### config.mk
export PLATFORM = sky130hd
export DESIGN_NAME = data_out_sel_ctrl_flat
export DESIGN_NICKNAME = d
export VERILOG_FILES = /design/src/rtl/data_out_sel_ctrl_pkg.sv /design/src/rtl/data_out_sel_ctrl_if.sv /design/src/rtl/data_out_sel_ctrl_sat_timer.sv /design/src/rtl/data_out_sel_ctrl.sv /design/src/flat_wrapper.sv
export SDC_FILE = /design/constraint.sdc
export NUM_CORES = 1
export LEC_CHECK = 0
export ABC_AREA = 1
export CORE_MARGIN = 1.5
export CORE_UTILIZATION = 55
export DETAILED_ROUTE_END_ITERATION = 8
export PLACE_DENSITY = 0.9
export SLEW_MARGIN = 0
export SYNTH_ARGS = -nofsm -noshare
export SYNTH_HDL_FRONTEND = slang
export SYNTH_SLANG_ARGS = --single-unit
### constraint.sdc
create_clock -name clk -period 2 [get_ports clk]
set_input_delay 0.4 -clock clk [delete_from_list [all_inputs] [get_ports clk]]
set_output_delay 0.4 -clock clk [all_outputs]
set_load 0.1 [all_outputs]
### src/rtl/data_out_sel_ctrl_pkg.sv
// ============================================================================
// data_out_sel_ctrl_pkg : mode encodings, FSM states, frame-length helper
// Revision 1.0
// ============================================================================
`default_nettype none

package data_out_sel_ctrl_pkg;

  localparam logic [1:0] MODE_POWER = 2'd0;
  localparam logic [1:0] MODE_RL    = 2'd1;
  localparam logic [1:0] MODE_IQUV  = 2'd2;
  localparam logic [1:0] MODE_TEST  = 2'd3;

  typedef enum logic [1:0] {
    ST_SYNC     = 2'd0,
    ST_RUN      = 2'd1,
    ST_WAIT_EOF = 2'd2,
    ST_GAP      = 2'd3
  } state_e;

  // Index of the final word of a frame in the given mode, zero-extended to 32 bits.
  function automatic logic [31:0] last_word(input logic [1:0] mode, input int unsigned bw);
    logic [31:0] one;
    one = 32'd1;
    case (mode)
      MODE_POWER: return (one << (bw + 32'd2)) - 32'd1;
      MODE_IQUV:  return (one << (bw + 32'd4)) - 32'd1;
      default:    return (one << (bw + 32'd3)) - 32'd1;
    endcase
  endfunction

endpackage

`default_nettype wire

### src/rtl/data_out_sel_ctrl_if.sv
// ============================================================================
// data_out_sel_ctrl_if : host request, mux feedback and control outputs
// Revision 1.0
// ============================================================================
`default_nettype none

interface data_out_sel_ctrl_if #(
  parameter int BITWIDTH = 7
);
  logic [1:0]          mode_req;
  logic                mode_req_valid;
  logic                en_sync_in;
  logic [BITWIDTH+3:0] cnt_sync_in;
  logic [1:0]          sel;
  logic                out_enable;
  logic                busy;
  logic                mode_ack;
  logic                timeout_err;
  logic [15:0]         frame_cnt;

  modport master (
    output mode_req, mode_req_valid, en_sync_in, cnt_sync_in,
    input  sel, out_enable, busy, mode_ack, timeout_err, frame_cnt
  );

  modport slave (
    input  mode_req, mode_req_valid, en_sync_in, cnt_sync_in,
    output sel, out_enable, busy, mode_ack, timeout_err, frame_cnt
  );
endinterface

`default_nettype wire

### src/rtl/data_out_sel_ctrl_sat_timer.sv
// ============================================================================
// data_out_sel_ctrl_sat_timer : loadable down-counter saturating at zero
// Revision 1.0
// ============================================================================
`default_nettype none

module data_out_sel_ctrl_sat_timer #(
  parameter int WIDTH = 16
) (
  input  wire logic             clk,
  input  wire logic             rst_n,
  input  wire logic             load_i,
  input  wire logic [WIDTH-1:0] load_val_i,
  input  wire logic             dec_i,
  output logic                  done_o
);

  logic [WIDTH-1:0] cnt_q;

  always_ff @(posedge clk) begin
    if (!rst_n) begin
      cnt_q <= '0;
    end else if (load_i) begin
      cnt_q <= load_val_i;
    end else if (dec_i && (cnt_q != '0)) begin
      cnt_q <= cnt_q - 1'b1;
    end
  end

  assign done_o = (cnt_q == '0);

endmodule

`default_nettype wire

### src/rtl/data_out_sel_ctrl.sv
// ============================================================================
// data_out_sel_ctrl : frame-aligned output-mode switching for the Power/RL/IQUV mux
// Revision 1.0
// ============================================================================
`default_nettype none

module data_out_sel_ctrl
  import data_out_sel_ctrl_pkg::*;
#(
  parameter int BITWIDTH   = 7,
  parameter int GAP_CYCLES = 4,
  parameter int TIMEOUT    = 65535
) (
  input  wire logic          clk,
  input  wire logic          rst_n,
  data_out_sel_ctrl_if.slave bus
);

  // Timers are loaded with N-1 so that done coincides with the N-th counted edge.
  localparam int TW = (TIMEOUT > 1) ? $clog2(TIMEOUT) : 1;
  localparam int GW = (GAP_CYCLES > 1) ? $clog2(GAP_CYCLES) : 1;
  localparam logic [TW-1:0] TMO_LOAD = TW'(TIMEOUT - 1);
  localparam logic [GW-1:0] GAP_LOAD = GW'(GAP_CYCLES - 1);

  state_e      state_q, state_d;
  logic [1:0]  sel_q, sel_d;
  logic [1:0]  pmode_q, pmode_d;
  logic        pend_q, pend_d;
  logic        oe_q, oe_d;
  logic        ack_q, ack_d;
  logic        terr_q, terr_d;
  logic        busy_q, busy_d;
  logic        swd_q, swd_d;
  logic [15:0] frame_q, frame_d;

  logic w_eof, w_switch, w_idle, w_tmo_done, w_gap_done;

  assign w_eof  = bus.en_sync_in && (32'(bus.cnt_sync_in) == last_word(sel_q, BITWIDTH));
  assign w_idle = (state_q == ST_WAIT_EOF) && !bus.en_sync_in;

  data_out_sel_ctrl_sat_timer #(.WIDTH(TW)) u_tmo_timer (
    .clk       (clk),
    .rst_n     (rst_n),
    .load_i    (!w_idle),
    .load_val_i(TMO_LOAD),
    .dec_i     (w_idle),
    .done_o    (w_tmo_done)
  );

  data_out_sel_ctrl_sat_timer #(.WIDTH(GW)) u_gap_timer (
    .clk       (clk),
    .rst_n     (rst_n),
    .load_i    (w_switch),
    .load_val_i(GAP_LOAD),
    .dec_i     (state_q == ST_GAP),
    .done_o    (w_gap_done)
  );

  always_comb begin
    state_d  = state_q;
    sel_d    = sel_q;
    pmode_d  = pmode_q;
    pend_d   = pend_q;
    oe_d     = oe_q;
    ack_d    = 1'b0;
    terr_d   = terr_q;
    swd_d    = swd_q;
    frame_d  = frame_q;
    w_switch = 1'b0;

    case (state_q)
      ST_SYNC: begin
        if (w_eof) begin
          state_d = ST_RUN;
          oe_d    = 1'b1;
          frame_d = '0;
          ack_d   = swd_q;
          swd_d   = 1'b0;
        end
      end
      ST_RUN: begin
        if (w_eof) frame_d = frame_q + 16'd1;
        if (pend_q) begin
          if (pmode_q == sel_q) begin
            pend_d = 1'b0;
            ack_d  = 1'b1;
          end else begin
            state_d = ST_WAIT_EOF;
          end
        end
      end
      ST_WAIT_EOF: begin
        if (w_eof) begin
          frame_d  = frame_q + 16'd1;
          w_switch = 1'b1;
        end else if (w_idle && w_tmo_done) begin
          terr_d   = 1'b1;
          w_switch = 1'b1;
        end
      end
      ST_GAP: begin
        if (w_gap_done) state_d = ST_SYNC;
      end
      default: state_d = ST_SYNC;
    endcase

    if (w_switch) begin
      sel_d   = pmode_q;
      pend_d  = 1'b0;
      oe_d    = 1'b0;
      swd_d   = 1'b1;
      state_d = ST_GAP;
    end

    // A strobe always wins over a same-edge clear so no request is dropped.
    if (bus.mode_req_valid) begin
      pend_d  = 1'b1;
      pmode_d = bus.mode_req;
    end

    busy_d = pend_d || (state_d != ST_RUN);
  end

  always_ff @(posedge clk) begin
    if (!rst_n) begin
      state_q <= ST_SYNC;
      sel_q   <= MODE_POWER;
      pmode_q <= MODE_POWER;
      pend_q  <= 1'b0;
      oe_q    <= 1'b0;
      ack_q   <= 1'b0;
      terr_q  <= 1'b0;
      busy_q  <= 1'b1;
      swd_q   <= 1'b0;
      frame_q <= '0;
    end else begin
      state_q <= state_d;
      sel_q   <= sel_d;
      pmode_q <= pmode_d;
      pend_q  <= pend_d;
      oe_q    <= oe_d;
      ack_q   <= ack_d;
      terr_q  <= terr_d;
      busy_q  <= busy_d;
      swd_q   <= swd_d;
      frame_q <= frame_d;
    end
  end

  assign bus.sel         = sel_q;
  assign bus.out_enable  = oe_q;
  assign bus.busy        = busy_q;
  assign bus.mode_ack    = ack_q;
  assign bus.timeout_err = terr_q;
  assign bus.frame_cnt   = frame_q;

endmodule

`default_nettype wire

### src/flat_wrapper.sv
// flat-port wrapper written by rule: the top's interface ports become plain ports
module data_out_sel_ctrl_flat import data_out_sel_ctrl_pkg::*;
#(
  parameter int BITWIDTH   = 7,
  parameter int GAP_CYCLES = 4,
  parameter int TIMEOUT    = 65535
)
  (clk, rst_n, bus_mode_req, bus_mode_req_valid, bus_en_sync_in, bus_cnt_sync_in, bus_sel, bus_out_enable, bus_busy, bus_mode_ack, bus_timeout_err, bus_frame_cnt);
  data_out_sel_ctrl_if #(.BITWIDTH(BITWIDTH)) bus_i ();
  input  wire logic clk;
  input  wire logic rst_n;
  input wire logic [$bits(bus_i.mode_req)-1:0] bus_mode_req;
  input wire logic [$bits(bus_i.mode_req_valid)-1:0] bus_mode_req_valid;
  input wire logic [$bits(bus_i.en_sync_in)-1:0] bus_en_sync_in;
  input wire logic [$bits(bus_i.cnt_sync_in)-1:0] bus_cnt_sync_in;
  output wire logic [$bits(bus_i.sel)-1:0] bus_sel;
  output wire logic [$bits(bus_i.out_enable)-1:0] bus_out_enable;
  output wire logic [$bits(bus_i.busy)-1:0] bus_busy;
  output wire logic [$bits(bus_i.mode_ack)-1:0] bus_mode_ack;
  output wire logic [$bits(bus_i.timeout_err)-1:0] bus_timeout_err;
  output wire logic [$bits(bus_i.frame_cnt)-1:0] bus_frame_cnt;
  assign bus_i.mode_req = bus_mode_req;
  assign bus_i.mode_req_valid = bus_mode_req_valid;
  assign bus_i.en_sync_in = bus_en_sync_in;
  assign bus_i.cnt_sync_in = bus_cnt_sync_in;
  assign bus_sel = bus_i.sel;
  assign bus_out_enable = bus_i.out_enable;
  assign bus_busy = bus_i.busy;
  assign bus_mode_ack = bus_i.mode_ack;
  assign bus_timeout_err = bus_i.timeout_err;
  assign bus_frame_cnt = bus_i.frame_cnt;
  data_out_sel_ctrl #(.BITWIDTH(BITWIDTH), .GAP_CYCLES(GAP_CYCLES), .TIMEOUT(TIMEOUT)) u_core (.clk(clk), .rst_n(rst_n), .bus(bus_i));
endmodule
After elaboration in Yosys (flattened, before gate mapping)
Index checks and enable logic that the tools add are counted.

Register bits after elaboration: 46. Latch bits: 0. Memory bits (writable): 0. Memory bits (read-only): 0. Input bits: 17. Output and inout bits: 22. Memories: 0.

$add $sub $neg: 3. Multipliers: 0. Divide/modulo/power cells: 0. Order comparisons: 0. Equal/unequal tests: 10. Shifts and indexed selects: 0. Mux-type cells: 29. Bitwise gates (word level): 2. Reductions and logical operators: 24.

Operator list (count): 16-bit two-way mux (4); 16-bit case mux with 2 select lines (1); 11-bit case mux with 2 select lines (1); 16-bit by 1-bit adder with 16-bit output (second input constant) (1); 16-bit logical NOT (1); 16-bit nonzero test (1); 16-bit by 1-bit subtractor with 16-bit output (second input constant) (1); 1-bit two-way mux (14); 2-bit two-way mux (7); 11-bit equality test (1); 2-bit nonzero test (5); 2-bit by 1-bit inequality test with 1-bit output (second input constant) (4); 2-bit equality test (second input constant) (3); 2-bit logical NOT (3); 2-bit case mux with 3 select lines (1); 2-bit AND reduction (3); 3-bit AND reduction (2); 1-bit logical AND (5); 2-bit OR reduction (2); 2-bit by 1-bit equality test with 1-bit output (second input constant) (1); 2-bit equality test (1); 1-bit inverter (2); 1-bit case mux with 2 select lines (1); 2-bit by 1-bit subtractor with 2-bit output (second input constant) (1); other kinds (2) (2).

Longest topological paths before layout
Word-level depth: 9. Depth in mapped cells: 12.

By module
From an unflattened synthesis, not the netlist that was laid out.

Cell total of the unflattened synthesis: 514. Area, all modules: 3150.5 um^2.

Modules (own cells, without submodules): data_out_sel_ctrl (times used 1, cells each 279, area each 1824.2 um^2, sequential area each 560.5 um^2); data_out_sel_ctrl_sat_timer (u_core.u_tmo_timer) (times used 1, cells each 211, area each 1189.9 um^2, sequential area each 320.3 um^2); data_out_sel_ctrl_sat_timer (u_core.u_gap_timer) (times used 1, cells each 24, area each 136.4 um^2, sequential area each 40.0 um^2).

Worst setup path after synthesis
Ideal clock, no wire load.

Kind: register to register. Start: reg u_core.frame_q[0], in the netlist u_core.bus.frame_cnt[0]. End: reg u_core.frame_q[8], in the netlist u_core.bus.frame_cnt[8]. Data arrival time: 2.117 ns. Data required time: 1.929 ns. Path slack: -0.188 ns. Cell stages (with the launch flop): 9. Cell sequence: dfxtp_1 ha_1 nand2_1 nor2_1 nand2_1 xor2_1 nor2_1 nand2_1 a21oi_1.

Longest elaborated chain between the ends: 3.

Ends and longest elaborated chain: from (decl) (RTL line data_out_sel_ctrl.sv:34) `logic [15:0] frame_q, frame_d;`; from (signal assigned) (RTL line data_out_sel_ctrl.sv:146) `frame_q <= frame_d;`; 16-bit by 1-bit adder with 16-bit output (RTL line data_out_sel_ctrl.sv:82, data_out_sel_ctrl.sv:94); 16-bit two-way mux (RTL line data_out_sel_ctrl.sv:82, data_out_sel_ctrl.sv:93); 16-bit case mux with 2 select lines (RTL line data_out_sel_ctrl.sv:71) `case (state_q)`.

Every way passes these cells. The select of a mux whose other input is x is not followed. A chain may end at the register's enable or synchronous reset.

Worst setup path in the final report
Start: reg u_core.u_tmo_timer.cnt_q[0]. End: reg u_core.u_tmo_timer.cnt_q[7].

Longest elaborated chain between the ends: 3. Elaborated cells on any way between the ends: 6.

Ends and longest elaborated chain: from (decl) (RTL line data_out_sel_ctrl_sat_timer.sv:18) `logic [WIDTH-1:0] cnt_q;`; from (signal assigned) (RTL line data_out_sel_ctrl_sat_timer.sv:24) `cnt_q <= load_val_i;`; from (signal assigned) (RTL line data_out_sel_ctrl_sat_timer.sv:26) `cnt_q <= cnt_q - 1'b1;`; 16-bit by 1-bit subtractor with 16-bit output / 16-bit nonzero test (equally long branches) (RTL line data_out_sel_ctrl_sat_timer.sv:26, data_out_sel_ctrl_sat_timer.sv:25); 16-bit two-way mux / 1-bit logical AND (equally long branches) (RTL line data_out_sel_ctrl_sat_timer.sv:25) `end else if (dec_i && (cnt_q != '0)) begin`; 16-bit two-way mux / 2-bit by 1-bit inequality test with 1-bit output (equally long branches).

Parallel ways exist; a longest one is shown, timed or not. The select of a mux whose other input is x is not followed.

==> flow_summary_export.csv <==
group,metric,value,unit
floorplan,io_pins,39,
cells_and_area,num_antenna_cells,0,
min_path,hold_depth,2,
cells_and_area,seq_area,928.4,um2
synthesis,yosysUniqueCellTypes,32,
timing,final.setup.tns,0,ns
timing,rsz0062_at_grt,"no",
cells_and_area,layout.cells.non_filler,528,
synthesis,syn-num-nets,442,
setup_path,reg2regPathDepth,9,
cells_and_area,area_delta_synth_final,19.96,%
synthesis,yosys.area_share.simple,36.79,%
timing,fin_skew,0.007886,ns
synthesis,async_reset_ff_share,0,%
routing,post_drt_wl_per_cell,12.18,um
cts,numClockSinks,46,
timing,drv_slew,0,
routing,drt_wl_total,6.433,mm
floorplan,die_y,74.39,um
synthesis,synthFlopType,"dfxtp_1",
synthesis,synth-seq-cells,46,
power,intPower,1.369,mW
setup_path,cp-start-kind,"flip-flop",
setup_path,worstSetupPathType,"reg -> reg",
routing,drt_iter0_drc,185,
timing,post-route-min-period,1.840,ns
power,vdd_drop_max,0.3840,mV
cts,cts_setup_buffers,0,
cells_and_area,multi_input_area,1607,um2
routing,num_vias,2736,
power,clkPwrFrac,39.1,%
placement,port-buffer-count,38,
synthesis,synth-seq-area-share,32.86,%
synthesis,synth.area.mux_share,0,%
power,p_total,1.785,mW
placement,gp_congestion,0.8904,
synthesis,syn_area_per_cell,6.721,um2
timing,worstMarginPinSlew,0.4545,ns
timing,setup_viol,0,
synthesis,netlist.area_leader.share,32.86,%
cts,cts_buffers,5,
timing,finalHoldWorstSlack,0.4763,ns
synthesis,syn_inst,417,
placement,hpwl,4.737,mm
global_route,grt_max_degree,37,
setup_path,crit_arrival,2.07,ns
cells_and_area,fillers,429,
synthesis,synth_area,2803,um2
cells_and_area,drive_gt1_share,18.00,%
routing,dr.pass1.iters,4,
setup_path,rr_startpoint,"u_core.u_tmo_timer.cnt_q[0]",
timing,relSlewSlack,69.70,%
synthesis,synth_common_cells,"nand2_1 (94), nor2_1 (60), inv_1 (49)",
global_route,grt_first_pass_wirelength,10.41,mm
routing,ant_nets,0,
setup_path,required,2.23,ns
floorplan,dieArea,5533,um2
cells_and_area,num-nets-final,485,
power,p_leak,1.311,nW
floorplan,die_w,74.39,um
global_route,track_usage,24.01,%
min_path,hold_path_startpoint,"u_core.bus.out_enable",
synthesis,ys_warn_count,0,
timing,max_freq,543.6,MHz
cts,clockRootBuffer,"clkbuf_8",
routing,drc,0,
global_route,grt_pass1_vias,2481,
placement,dp_cells,520,
run_status,status,"finished, final reports clean",
synthesis,synth-compound-area-share,12.59,%
synthesis,synth.largest_area_cell,"dfxtp_1",
timing,hold_viol,0,
setup_path,end_kind,"flip-flop",
cts,cts_resized,0,
setup_path,r2r_setup_slack,0.16,ns
flow_run,cap_violations,0,
setup_path,slowest_delay,0.37,ns
setup_path,reg2reg_to,"u_core.u_tmo_timer.cnt_q[7]",
cts,cts_tree,"done",
setup_path,cp_slowest_cell,"dfxtp_1",
cts,clkTransAtPathRegs,0.08,ns
power,p_per_area,530.8,nW/um2
synthesis,synth-xor-area-share,4.375,%
timing,finalCritPeriodShare,91.98,%
synthesis,synth_edf_count,0,
cts,holdBufCountCts,0,
global_route,antenna_found_initial,0,
synthesis,synth_top_family_by_area,"simple AND/OR/NAND/NOR gates",
setup_path,crit_fanout,9,
min_path,hold_class,"reg -> reg",
floorplan,initial_core_util,58.18,%
floorplan,core_area,4817,um2
cts,clkLatencyLatePin,0.30,ns
floorplan,row_count,25,
routing,vias_per_cell,5.182,
power,seq_power_share,53.6,%
cts,h-tree-depth,2,
setup_path,crit_chain,"inv_1 > ha_1 > nand3_2 > nor2_4 > nand2_2 > inv_2 > nor2_2 > nand3_1 > a21oi_1",
power,p_sw,0.4152,mW
synthesis,yosys.cell_count.top_type,"nand2_1",
min_path,hold_path_end,"u_core.bus.out_enable",
power,pwr-share-comb,7.3,%
synthesis,synth_area_leaders,"dfxtp_1 (33%), nand2_1 (13%), nor2_1 (8.0%)",
power,p_sw_share,23.27,%
global_route,overflow,0,
cts,clock_path_buffers,2,
synthesis,synthAdderAreaFrac,3.571,%
-- layer usage --
layer / vias to the layer above / wire length, um / share of wire (%) / GRT usage (%)
li1: 1411 / - / - / -
met1: 1268 / 2779 / 43 / 28.33
met2: 51 / 3309 / 51 / 43.45
met3: 6 / 280 / 4.4 / 5.014
met4: 0 / 63 / 0.98 / 7.475
met5: - / 0 / 0 / 0
-- final cells by class --
| class | instances | area share, % |
|---|---|---|
| multi-input combinational | 310 | 47.79 |
| sequential | 46 | 27.61 |
| timing repair buffer | 43 | 12.65 |
| inverter | 54 | 6.178 |
| tap | 67 | 2.493 |
| clock buffer | 6 | 2.159 |
| clock inverter | 2 | 1.116 |
-- sequential cells by signal (all words and copies together) (netlist names) --
signal	flops
u_core.bus.frame_cnt	16
u_core.u_tmo_timer.cnt_q	16
u_core.bus.sel	2
u_core.pmode_q	2
u_core.state_q	2
u_core.u_gap_timer.cnt_q	2
u_core.bus.busy	1
u_core.bus.mode_ack	1
u_core.bus.out_enable	1
u_core.bus.timeout_err	1
u_core.pend_q	1
u_core.swd_q	1
-- power groups by stage --
stage               combinational [mW]  clock [mW]  sequential [mW]
floorplan                       0.0803           0            0.973
global placement                 0.125           0            0.976
detailed placement               0.129           0            0.977
CTS                              0.130       0.713            0.956
global route                     0.143       0.743            0.959
finish                           0.131       0.698            0.956
-- critical path, delay by kind of cell (launching register included) --
kind	cells	cell delay, ns
AOI/OAI and AO/OA	1	0.14
adders and majority gates	1	0.30
buffers and inverters	2	0.17
DFF	1	0.37
and+or+nand+nor	5	0.78
-- metrics by stage --
step,setup WS (ns),area (um2),utilization [%]
global route,0.04527,3362,69.79
finish,0.1605,3362,69.79
CTS,0.1874,3362,69.79
floorplan,0.01273,2810,-
global placement,0.07872,3252,67.51
detailed placement,0.01308,3252,67.51
-- layout by cell type, fill, tap and decap left out, types with 2 or more instances in the layout --
cell type	instances
nor2_1	60
nand2_1	94
nand4_1	8
or2_2	3
xor2_1	12
buf_4	22
dfxtp_2	6
a31oi_1	2
nor2_4	3
clkinv_1	2
nand3b_1	3
ha_1	8
buf_12	5
nand3_2	2
nor2_2	4
nor3_1	5
clkbuf_8	5
a21oi_2	10
inv_2	2
o21ai_0	13
dfxtp_1	40
nand2_2	16
clkdlybuf4s50_1	16
a211oi_1	2
inv_1	49
xnor2_1	2
a21oi_1	33
nand3_1	26
-- worst max-delay path by stage --
stage,from,to,slack (ns),depth (start not counted)
after floorplan,u_core.bus.frame_cnt[4],u_core.bus.frame_cnt[8],0.01,7
after global placement,bus_cnt_sync_in[6],u_core.bus.busy,0.08,12
after detailed placement,bus_cnt_sync_in[7],u_core.bus.busy,0.01,12
after CTS,u_core.u_tmo_timer.cnt_q[0],u_core.u_tmo_timer.cnt_q[7],0.19,9
after global routing,u_core.u_tmo_timer.cnt_q[0],u_core.bus.busy,0.05,11
final,u_core.u_tmo_timer.cnt_q[0],u_core.u_tmo_timer.cnt_q[7],0.16,9
-- kinds of logic after synthesis --
group | count (synthesis)
XOR/XNOR | 14
AO/OA/AOI/OAI | 61
adder cells (fa/ha/maj) | 8
flip-flops | 46
buffers and inverters | 61
AND/OR/NAND/NOR | 227
Note: power is estimated with default switching activity, not from simulation.
